`config.mk`:
```
export PLATFORM = sky130hd
export DESIGN_NAME = seg7_decoder
export DESIGN_NICKNAME = d
export VERILOG_FILES = /design/src/rtl/seg7_decoder.sv
export SDC_FILE = /design/constraint.sdc
export NUM_CORES = 1
export LEC_CHECK = 0
export ABC_AREA = 1
export ABC_CLOCK_PERIOD_IN_PS = 2300
export BUFFER_PORTS_ARGS = -buffer_cell sky130_fd_sc_hd__buf_2
export CORE_MARGIN = 2
export CORE_UTILIZATION = 54
export CTS_BUF_LIST = sky130_fd_sc_hd__clkbuf_8
export CTS_CLUSTER_SIZE = 24
export DETAILED_ROUTE_END_ITERATION = 12
export PLACE_DENSITY = 0.78
export SLEW_MARGIN = 20
export SYNTH_ARGS = -nofsm -noshare
export SYNTH_HDL_FRONTEND = slang
export SYNTH_SLANG_ARGS = --single-unit
```
`constraint.sdc`:
```
create_clock -name clk -period 2.3 [get_ports clk]
set_clock_uncertainty 0.05 [all_clocks]
set_input_delay 0.23 -clock clk [delete_from_list [all_inputs] [get_ports clk]]
set_output_delay 0.23 -clock clk [all_outputs]
set_load 0.02 [all_outputs]
```
`src/rtl/seg7_decoder.sv`:
```
// Reads back a multiplexed 4-digit 7-segment display bus and turns it into a 16-bit hex frame.
// Each digit is debounced, decoded, collected into a shadow frame, then published with a strobe.
module seg7_decoder #(
    parameter int unsigned STABLE_CYCLES  = 4,
    parameter bit          AN_ACTIVE_LOW  = 1'b0,
    parameter bit          SEG_ACTIVE_LOW = 1'b0
) (
    input  logic        clk,
    input  logic        rst,
    input  logic [7:0]  segment,
    input  logic [3:0]  an,
    output logic [15:0] value,
    output logic [3:0]  dp,
    output logic [3:0]  err,
    output logic        frame_valid,
    output logic [3:0]  captured
);

    localparam logic [7:0] STABLE = 8'(STABLE_CYCLES);

    typedef enum logic [1:0] {StIdle, StCount, StHeld} state_t;

    logic [7:0]  w_seg_n;
    logic [3:0]  w_an_n;
    logic        w_onehot;
    logic        w_same;
    logic [1:0]  w_idx;
    logic [3:0]  w_nib;
    logic        w_nib_err;
    logic [7:0]  w_cnt_nxt;
    state_t      w_state_nxt;
    logic        w_capture;
    logic [3:0]  w_mask_nxt;
    logic        w_pub_nxt;

    logic [11:0] r_sample;
    logic [7:0]  r_cnt;
    state_t      r_state;
    logic [15:0] r_shadow_val;
    logic [3:0]  r_shadow_dp;
    logic [3:0]  r_shadow_err;
    logic [3:0]  r_mask;
    logic        r_pub_pend;
    logic [15:0] r_value;
    logic [3:0]  r_dp;
    logic [3:0]  r_err;
    logic        r_frame_valid;

    assign w_seg_n  = segment ^ {8{SEG_ACTIVE_LOW}};
    assign w_an_n   = an ^ {4{AN_ACTIVE_LOW}};
    assign w_onehot = (w_an_n != 4'b0000) && ((w_an_n & (w_an_n - 4'd1)) == 4'b0000);
    assign w_same   = ({w_an_n, w_seg_n} == r_sample);

    always_comb begin
        w_idx = 2'd0;
        case (w_an_n)
            4'b0010: w_idx = 2'd1;
            4'b0100: w_idx = 2'd2;
            4'b1000: w_idx = 2'd3;
            default: w_idx = 2'd0;
        endcase
    end

    // Segments a..g with a as MSB; dp is decoded separately.
    always_comb begin
        w_nib     = 4'h0;
        w_nib_err = 1'b0;
        case (w_seg_n[7:1])
            7'h7E: w_nib = 4'h0;
            7'h30: w_nib = 4'h1;
            7'h6D: w_nib = 4'h2;
            7'h79: w_nib = 4'h3;
            7'h33: w_nib = 4'h4;
            7'h5B: w_nib = 4'h5;
            7'h5F: w_nib = 4'h6;
            7'h70: w_nib = 4'h7;
            7'h7F: w_nib = 4'h8;
            7'h7B: w_nib = 4'h9;
            7'h77: w_nib = 4'hA;
            7'h1F: w_nib = 4'hB;
            7'h4E: w_nib = 4'hC;
            7'h3D: w_nib = 4'hD;
            7'h4F: w_nib = 4'hE;
            7'h47: w_nib = 4'hF;
            default: begin
                w_nib     = 4'h0;
                w_nib_err = 1'b1;
            end
        endcase
    end

    always_comb begin
        w_cnt_nxt   = 8'd0;
        w_state_nxt = StIdle;
        if (!w_onehot) begin
            w_cnt_nxt = 8'd0;
        end else if (w_same) begin
            w_cnt_nxt = (r_cnt >= STABLE) ? STABLE : r_cnt + 8'd1;
        end else begin
            w_cnt_nxt = 8'd1;
        end

        if (w_cnt_nxt == 8'd0) begin
            w_state_nxt = StIdle;
        end else if (w_cnt_nxt == STABLE) begin
            w_state_nxt = StHeld;
        end else begin
            w_state_nxt = StCount;
        end

        // A fresh pattern reaching the threshold (possible at once when STABLE_CYCLES is 1)
        // also counts as entering HELD.
        w_capture = (w_state_nxt == StHeld) && ((r_state != StHeld) || !w_same);

        w_mask_nxt = r_pub_pend ? 4'b0000 : r_mask;
        if (w_capture) begin
            w_mask_nxt = w_mask_nxt | w_an_n;
        end
        w_pub_nxt = w_capture && (w_mask_nxt == 4'b1111);
    end

    always_ff @(posedge clk or posedge rst) begin
        if (rst) begin
            r_sample <= 12'h000;
            r_cnt    <= 8'd0;
            r_state  <= StIdle;
        end else begin
            r_sample <= {w_an_n, w_seg_n};
            r_cnt    <= w_cnt_nxt;
            r_state  <= w_state_nxt;
        end
    end

    always_ff @(posedge clk or posedge rst) begin
        if (rst) begin
            r_shadow_val <= 16'h0000;
            r_shadow_dp  <= 4'b0000;
            r_shadow_err <= 4'b0000;
            r_mask       <= 4'b0000;
            r_pub_pend   <= 1'b0;
        end else begin
            r_mask     <= w_mask_nxt;
            r_pub_pend <= w_pub_nxt;
            if (w_capture) begin
                r_shadow_val[{w_idx, 2'b00} +: 4] <= w_nib;
                r_shadow_dp[w_idx]                <= w_seg_n[0];
                r_shadow_err[w_idx]               <= w_nib_err;
            end
        end
    end

    // Shadow slot written on a publish edge lands after the copy, so it joins the next frame.
    always_ff @(posedge clk or posedge rst) begin
        if (rst) begin
            r_value       <= 16'h0000;
            r_dp          <= 4'b0000;
            r_err         <= 4'b0000;
            r_frame_valid <= 1'b0;
        end else begin
            r_frame_valid <= r_pub_pend;
            if (r_pub_pend) begin
                r_value <= r_shadow_val;
                r_dp    <= r_shadow_dp;
                r_err   <= r_shadow_err;
            end
        end
    end

    assign value       = r_value;
    assign dp          = r_dp;
    assign err         = r_err;
    assign frame_valid = r_frame_valid;
    assign captured    = r_mask;

endmodule

```
# Yosys cells after proc, flatten, opt, wreduce, memory -nomap -nowiden

Index checks and enable logic that the tools add are counted.

Bits in registers: 76
Input bits: 14
Output and inout port bits: 29
Logic and storage cells: 71

Add/subtract/negate cells: 3
$lt $le $gt $ge: 3
Equality and inequality tests: 24
Shifts and indexed selects: 2
Muxes and demuxes: 15
Bitwise gates (word level): 2
Reductions and logical operators: 10

Operator list:

| operator               | count |
|---|---|
| $eq 7x7->1 const B     | 12 |
| $pmux 4 s15            | 1 |
| $mux 8                 | 3 |
| $eq 7x6->1 const B     | 3 |
| $bwmux 16              | 1 |
| $reduce_or 16->1       | 1 |
| $shift 4x6->16 const A | 1 |
| $shiftx 4x6->16        | 1 |
| $eq 12x12->1           | 1 |
| $add 8x1->8 const B    | 1 |
| $bwmux 4               | 2 |
| $eq 4x4->1 const B     | 2 |
| $eq 8x3->1 const B     | 1 |
| $ge 8x3->1 const B     | 1 |
| $logic_not 8->1        | 1 |
| $mux 4                 | 2 |
| $eq 7x5->1 const B     | 1 |
| $neg 4->6              | 1 |
| $pmux 2 s3             | 1 |
| $and 4x4->4            | 1 |
| $eq 4x2->1 const B     | 1 |
| $eq 4x3->1 const B     | 1 |
| $logic_and 1x1->1      | 4 |
| $logic_not 4->1        | 1 |
| 12 further kinds       | 14 |

# Logic depth before layout (Yosys ltp)

Gate-level depths: netlist (run 1).

Depth after elaboration: 13
Mapped depth: 16

# Worst setup path after synthesis (run 1)

No wires, ideal clock.

Kind: input to register
Start: input port an[3]
End: register r_shadow_val[10]
Data arrival time: 1,941 ps
Data required time: 2,167 ps
Slack: 226 ps
Stages on the path: 10
Buffers on the path: 1
Cell sequence: buf_2 -> nor2_1 -> nor4_1 -> inv_1 -> ha_1 -> inv_1 -> nand2_1 -> nor2_1 -> nand2_1 -> o21ai_0

Longest elaborated chain between the ends: 10
Elaborated cells between the ends (all ways): 24
Classes of those cells: add/sub (2); eq/ne (6); shift (2); mux (6); bitwise (1); reduce/logical (7)

RTL lines:

| item                          | RTL line | text |
|---|---|---|
| start, declared               | 11       | `input logic [3:0] an,` |
| $sub 4x1->4                   | 51       | `assign w_onehot = (w_an_n != 4'b0000) && ((w_an_n & (w_an_n - 4'd1)) == 4'b0000);` |
| $and 4x4->4                   | 51       |  |
| $logic_not 4->1               | 51       |  |
| $logic_and 1x1->1             | 51       |  |
| $mux 8                        | 95       | `if (!w_onehot) begin` |
| $eq 8x3->1                    | 105      | `end else if (w_cnt_nxt == STABLE) begin` |
| $mux 2                        | 105      |  |
| $mux 2                        | 103      | `if (w_cnt_nxt == 8'd0) begin` |
| $eq 2x2->1                    | 113      | `w_capture = (w_state_nxt == StHeld) && ((r_state != StHeld) \|\| !w_same);` |
| $logic_and 1x1->1             | 113      |  |
| end signal, assigned by index | 145      | `r_shadow_val[{w_idx, 2'b00} +: 4] <= w_nib;` |
| end, declared                 | 39       | `logic [15:0] r_shadow_val;` |

Parallel ways exist; a longest one is shown, timed or not.
A chain may end at the register's enable or synchronous reset.

# Final worst setup path (run 1)

Start: input port segment[0]
End: register r_shadow_dp[3]

Longest elaborated chain between the ends: 8
Elaborated cells between the ends (all ways): 12
Classes of those cells: eq/ne (3); mux (5); reduce/logical (4)

RTL lines:

| item                          | RTL line | text |
|---|---|---|
| start, declared               | 10       | `input logic [7:0] segment,` |
| $eq 12x12->1 *                | 52       | `assign w_same = ({w_an_n, w_seg_n} == r_sample);` |
| $mux 8 *                      | 97       | `end else if (w_same) begin` |
| $mux 8 *                      | 95       |  |
| $eq 8x3->1                    | 105      |  |
| $mux 2                        | 105      |  |
| $mux 2 *                      | 103      |  |
| via w_state_nxt[0]            | 31       | `state_t w_state_nxt;` |
| $eq 2x2->1 *                  | 113      |  |
| $logic_and 1x1->1 *           | 113      |  |
| end signal, assigned by index | 146      | `r_shadow_dp[w_idx] <= w_seg_n[0];` |
| end, declared                 | 40       | `logic [3:0] r_shadow_dp;` |

The timed path passes the listed nets; every way through them passes the cells marked *.

==> results.py, run 1 <==
metrics = {
    "status": {
        "status": "complete, no violations",
    },
    "power_and_ir_drop": {
        "power_frac_seq": 0.488,
        "power.share.clock": 0.443,
        "p_leak_nw": 2.260,
        "p_switching_uw": 664.6,
        "combPwrFrac": 0.069,
        "p_per_area_mw_per_mm2": 682.4,
        "internal_power_mw": 2.148,
        "switching_share": 0.2363,
        "vdd_ir_drop_max_mv": 0.4840,
    },
    "synthesis": {
        "yosys_warnings": 0,
        "synth_cells": 412,
        "synth_common_cells": "118 x nand2_1, 76 x dfrtp_1, 53 x inv_1",
        "synth.distinct_cells": 30,
        "synth_most_common_cell": "nand2_1",
        "synth_ff_type": "dfrtp_1",
        "yosys_register_bits": 76,
        "async_reset_ff_frac": 1.000,
        "synth_top_cell_by_area": "dfrtp_1",
        "yosys-top-cells-area": "dfrtp_1 55%, nand2_1 13%, inv_1 5.7%",
        "syn-cell-area_mm2": 0.003463,
        "avgSynthCellArea_um2": 8.406,
        "synth-edff-count": 0,
        "synth_seq_area_share": 0.5491,
        "yosysTopAreaCellShare": 0.5491,
    },
    "finish": {
        "syn_to_final_growth_pct": 19.00,
        "num_antenna_cells": 0,
        "post-route-util": 0.6566,
        "drive_gt1_frac": 0.1845,
        "fin_nets": 494,
    },
    "cts": {
        "cts.sinks": 76,
        "insertion_delay_ns": 0.36,
        "clk_pin_slew_worst_paths_ns": 0.08,
        "tritoncts": "done",
        "numCtsBuffers": 9,
        "root_buffer": "clkbuf_8",
        "htreeDepth": 3,
        "clock_path_buffers": 2,
    },
    "grt": {
        "grt-ovfl-total": 0,
        "met1_usage": 0.2889,
        "grt_util_met2": 0.3268,
        "grt_antenna_before_repair": 0,
        "grt_use_total": 0.2128,
        "grt_start_max_net_pins": 77,
        "grt_pass1_vias": 2649,
        "grt_pass1_wl_mm": 11.87,
        "grt_busiest_layer": "met2",
        "grtUsageMet3": 0.04055,
    },
    "detailed_routing": {
        "drt_first_pass_iters": 4,
        "ant_nets": 0,
        "drt_wl_total_mm": 6.920,
        "vias_per_cell": 5.009,
        "vias": 2775,
        "detail_route.wl_per_cell_um": 12.49,
        "drc_errors": 0,
        "drt_iter0_markers": 193,
    },
    "hold_path": {
        "min-delay-start": "segment[3]",
        "hold_depth": 1,
        "hp-class": "input port to flip-flop",
        "hold-path-endpoint": "r_sample[3]",
    },
    "floorplan": {
        "core_mm2": 0.006277,
        "dieHeight_um": 84.09,
        "rows": 29,
        "ios": 43,
        "die_area_mm2": 0.007070,
        "start_util": 0.5517,
        "die_w_um": 84.09,
    },
    "sta": {
        "slew_viol_final": 0,
        "period_share": 0.9159,
        "finalCriticalPeriod_ns": 2.107,
        "fin_setup_tns_ns": 0,
        "hold_viol_final": 0,
        "setup_viol": 0,
        "whs_ns": 0.007679,
        "fmax_mhz": 474.7,
    },
    "worst_setup_path": {
        "path_class": "input port to flip-flop",
        "arrival_ns": 2.29,
        "rr_startpoint": "r_sample[10]",
        "reg2reg_slack_ns": 0.29,
        "path_max_fanout": 8,
        "r2r-end": "r_shadow_dp[3]",
        "reg2regPathDepth": 12,
        "worst_ep_required_time_ns": 2.49,
        "startpoint_type": "input port",
        "critPathCaptureType": "flip-flop",
    },
    "placement": {
        "port_buffers": 42,
        "place_congestion": 0.8861,
        "post-dp-hpwl_mm": 4.750,
    },
    "flow_run": {
        "maxCapViolations": 0,
    },
}
==> power by group through the flow <==
stage	Clock [mW]	Combinational, mW	Sequential [mW]
after floorplan	0	0.118	1.40
final	1.25	0.195	1.37
after detailed placement	0	0.190	1.40
after CTS	1.26	0.195	1.37
after global placement	0	0.183	1.40
after global routing	1.30	0.224	1.37
==> area by class of cell <==
cell class,instances,area [um2]
clock buffer,9,123.9
clock inverter,7,123.9
fill,519,2156
inverter,60,225.2
multi-input combinational,271,1318
sequential,76,1902
tap,77,96.34
timing repair buffer,54,332.8
==> flip-flops by register name, summed over array words and instances (netlist names), 8 cells and up <==
signal and cells:
value 16, r_shadow_val 16, r_cnt 8, r_sample 12
==> worst max-delay path by stage <==
stage	start	to	slack, ns	depth (start not counted)
floorplan	rst	captured[0]	0.08	1
global placement	an[2]	r_shadow_val[0]	0.23	14
detailed placement	an[2]	r_shadow_val[0]	0.20	14
CTS	segment[0]	r_shadow_val[0]	0.05	15
global route	segment[0]	r_shadow_dp[0]	-0.004	17
finish	segment[0]	r_shadow_dp[3]	0.19	15
==> cells in the final DEF, fill, tap and decap left out, types with 2 or more instances in the layout <==
master	synthesis	routed
nor3_1	7	7
inv_2	6	8
bufinv_16	0	3
dlygate4sd3_1	0	3
nor2_1	37	36
nand2_2	2	3
nand2_1	118	117
clkbuf_8	0	9
nand3_1	23	23
a21oi_1	4	4
o21ai_1	18	18
nor2_2	2	4
nand4_1	5	5
buf_12	0	2
nor2_4	3	3
nand3b_1	2	2
buf_4	0	7
ha_1	8	8
conb_1	1	5
xnor2_1	4	4
nor4_1	3	3
inv_1	53	51
clkinv_4	0	2
buf_2	3	42
o21ai_0	22	22
dfrtp_1	76	76
==> per-layer routing <==
metal	part of all wire	vias up
met4	0.021	0
li1	-	1408
met2	0.48	71
met5	0	-
met1	0.46	1286
met3	0.042	10
==> cells by family (layout without fill, tap and decap cells) <==
family	count (synthesis)	in the layout	share of synthesized area
flops	76	76	0.5491
simple gates	207	208	0.2619
fa+ha+maj	8	8	0.02890
buf+inv	70	130	0.08128
xor+xnor	4	4	0.01011
other cells	1	5	0.001083
compound gates	46	46	0.06756
==> repair_timing <==
item / 4_1_cts / 5_1_grt
buffers inserted: 0 / 4
endpoints found under the hold margin: 78 / 0
resized for setup: 0 / 5
hold buffers: 3 / 0
endpoints found under the setup margin: 0 / 15
==> worst max-delay path, stage by stage <==
cell and delay [ns]:
dlygate4sd3_1 0.52, buf_2 0.14, inv_2 0.06, nand2_1 0.05, nand2_1 0.04, nor2_1 0.08, nand2_1 0.07, nor2_2 0.12
nand3_1 0.09, nand2_2 0.09, nand2_2 0.09, nor2_8 0.16, nand2_8 0.10, nor2_2 0.30, a21oi_1 0.13
==> metrics by stage <==
step	std cells	setup slack, ns	instance area [um2]	total power, mW
5_1_grt	554	-0.004102	4121	2.904
2_1_floorplan	416	0.08167	3478	1.522
4_1_cts	549	0.05325	4056	2.826
6_report	554	0.1934	4121	2.812
3_3_place_gp	530	0.2340	3779	1.580
3_5_place_dp	530	0.2003	3779	1.589
Power figures use the tool's default switching activity.
==> inputs of run 2 (changes only) <==
Settings changed: CORE_UTILIZATION 54 to 45, MAX_ROUTING_LAYER set to met4, PLACE_DENSITY 0.78 to 0.67, TNS_END_PERCENT set to 10.
==> run 2 against run 1 <==
Net effect:
- global-route usage is 3.5 points lower
- worst setup slack worse by 0.056 ns
- combinational power is 2% lower
- register-to-register slack hardly changed
- sequential power hardly changed
- critical path depth is 2 higher
- fmax is 2.6% lower
- clock power is 18% lower
- critical path type unchanged
- critical endpoint is now r_shadow_val[1]
==> results.py, run 2 (same netlist as run 1, synthesis figures left out) <==
metrics = {
    "sta": {
        "period_share": 0.9404,
        "hold_viol_final": 0,
        "fmax_mhz": 462.3,
        "setup_viol": 0,
        "slew_viol_final": 0,
        "finalCriticalPeriod_ns": 2.163,
    },
    "detailed_routing": {
        "drc_errors": 0,
        "drt_wl_total_mm": 6.741,
        "detail_route.wl_per_cell_um": 11.62,
        "drt_iter0_markers": 129,
        "ant_nets": 0,
        "vias": 2737,
        "drt_first_pass_iters": 4,
        "vias_per_cell": 4.719,
    },
    "worst_setup_path": {
        "arrival_ns": 2.38,
        "path_class": "input port to flip-flop",
        "critPathCaptureType": "flip-flop",
        "path_max_fanout": 8,
        "worst_ep_required_time_ns": 2.52,
        "startpoint_type": "input port",
    },
    "power_and_ir_drop": {
        "p_leak_nw": 2.265,
        "p_per_area_mw_per_mm2": 629.3,
        "total_power_mw": 2.591,
        "vdd_ir_drop_max_mv": 0.3170,
    },
    "grt": {
        "grt_start_max_net_pins": 77,
        "grt_use_total": 0.1780,
        "grt-ovfl-total": 0,
        "grt_antenna_before_repair": 0,
        "grt_pass1_wl_mm": 11.80,
        "grt_pass1_vias": 2582,
    },
    "cts": {
        "insertion_delay_ns": 0.34,
        "numCtsBuffers": 9,
        "root_buffer": "clkbuf_8",
        "htreeDepth": 3,
        "clock_path_buffers": 2,
        "cts.sinks": 76,
        "clk_pin_slew_worst_paths_ns": 0.08,
        "tritoncts": "done",
    },
    "floorplan": {
        "dieHeight_um": 91.73,
        "rows": 31,
        "core_mm2": 0.007370,
        "ios": 43,
        "die_area_mm2": 0.008414,
        "start_util": 0.4699,
        "die_w_um": 91.73,
    },
    "flow_run": {
        "maxCapViolations": 0,
    },
    "finish": {
        "mostFrequentLayoutCell": "nand2_1",
        "syn_to_final_growth_pct": 18.89,
        "drive_gt1_frac": 0.1871,
        "fin_area_mm2": 0.004118,
        "post-route-util": 0.5587,
        "fin_nets": 498,
        "num_antenna_cells": 0,
        "final_cell_mix": "117 x nand2_1, 76 x dfrtp_1, 52 x inv_1",
    },
    "placement": {
        "placed_cell_area_mm2": 0.003799,
        "port_buffers": 42,
        "place_congestion": 0.8220,
        "post-dp-hpwl_mm": 4.732,
    },
    "status": {
        "status": "complete, no violations",
    },
    "hold_path": {
        "hp-class": "input port to flip-flop",
    },
}
run 2: cell types whose count changed in the layout (fill, tap and decap cells not counted), sizes merged:
cell and change:
buf +5, dlygate4sd3 -1, bufinv -2, clkbuf +2
run 2: metal layers:
| layer | global-route usage | part of all wire | wire, um | vias to the layer above |
|---|---|---|---|---|
| met2 | 0.2672 | 0.46 | 3079 | 47 |
| met5 | - | 0 | 0 | - |
| met1 | 0.2449 | 0.50 | 3371 | 1277 |
| li1 | - | - | - | 1406 |
| met4 | 0.05224 | 0.013 | 89 | 0 |
| met3 | 0.03944 | 0.030 | 200 | 7 |
run 2: layout make-up:
class / instances / area (um2)
Clock buffer: 11 / 151.4
Timing Repair Buffer: 58 / 351.6
Tap cell: 99 / 123.9
Multi-Input combinational cell: 271 / 1313
Clock inverter: 5 / 51.30
Fill cell: 693 / 3252
Inverter: 60 / 225.2
Sequential cell: 76 / 1902
run 2: worst paths after layout:
kind,cells past startpoint,start,endpoint,slack (ns)
min in group asynchronous,4,rst,r_sample[7],0.45
worst max register to register,14,r_sample[10],r_shadow_val[1],0.30
worst min register to register,2,dp[0],dp[0],0.42
max in group asynchronous,4,rst,r_shadow_val[10],1.40
worst max-delay path,17,segment[0],r_shadow_val[1],0.14
worst min-delay path,1,segment[3],r_sample[3],0.02
run 2: repair_timing:
item                       in CTS  in global routing
setup endpoints to repair       0                 12
hold buffers                    2                  0
setup buffers                   0                 10
gates resized for setup         0                  4
hold endpoints to repair       77                  0
run 2: metrics by stage:
stage | TNS [ns] | setup WS [ns] | std cells | hold slack, ns
after floorplan | 0 | 0.08167 | 416 | 0.2114
after global placement | 0 | 0.2379 | 551 | 0.2927
after detailed placement | 0 | 0.2087 | 551 | 0.2993
after CTS | 0 | 0.1119 | 569 | 0.003786
after global routing | -0.03458 | -0.02605 | 580 | 0.0006616
final | 0 | 0.1371 | 580 | 0.01774
run 2: power by group:
group / switching, mW / internal, mW / total [mW]
sequential: 0.0110 / 1.36 / 1.37
combinational: 0.133 / 0.0578 / 0.191
clock: 0.475 / 0.553 / 1.03
total: 0.620 / 1.97 / 2.59
run 2: critical path, stage by stage:
cell	delay, ns
dlygate4sd3_1	0.52
buf_2	0.13
inv_2	0.06
nand2_1	0.05
nand2_1	0.05
nor2_1	0.08
nand2_1	0.07
nor2_2	0.15
nand3_1	0.10
nand2_2	0.09
nand2_2	0.09
nor2_8	0.17
nand2_8	0.10
nor2_4	0.19
buf_4	0.15
nand3_1	0.06
o21ai_1	0.07
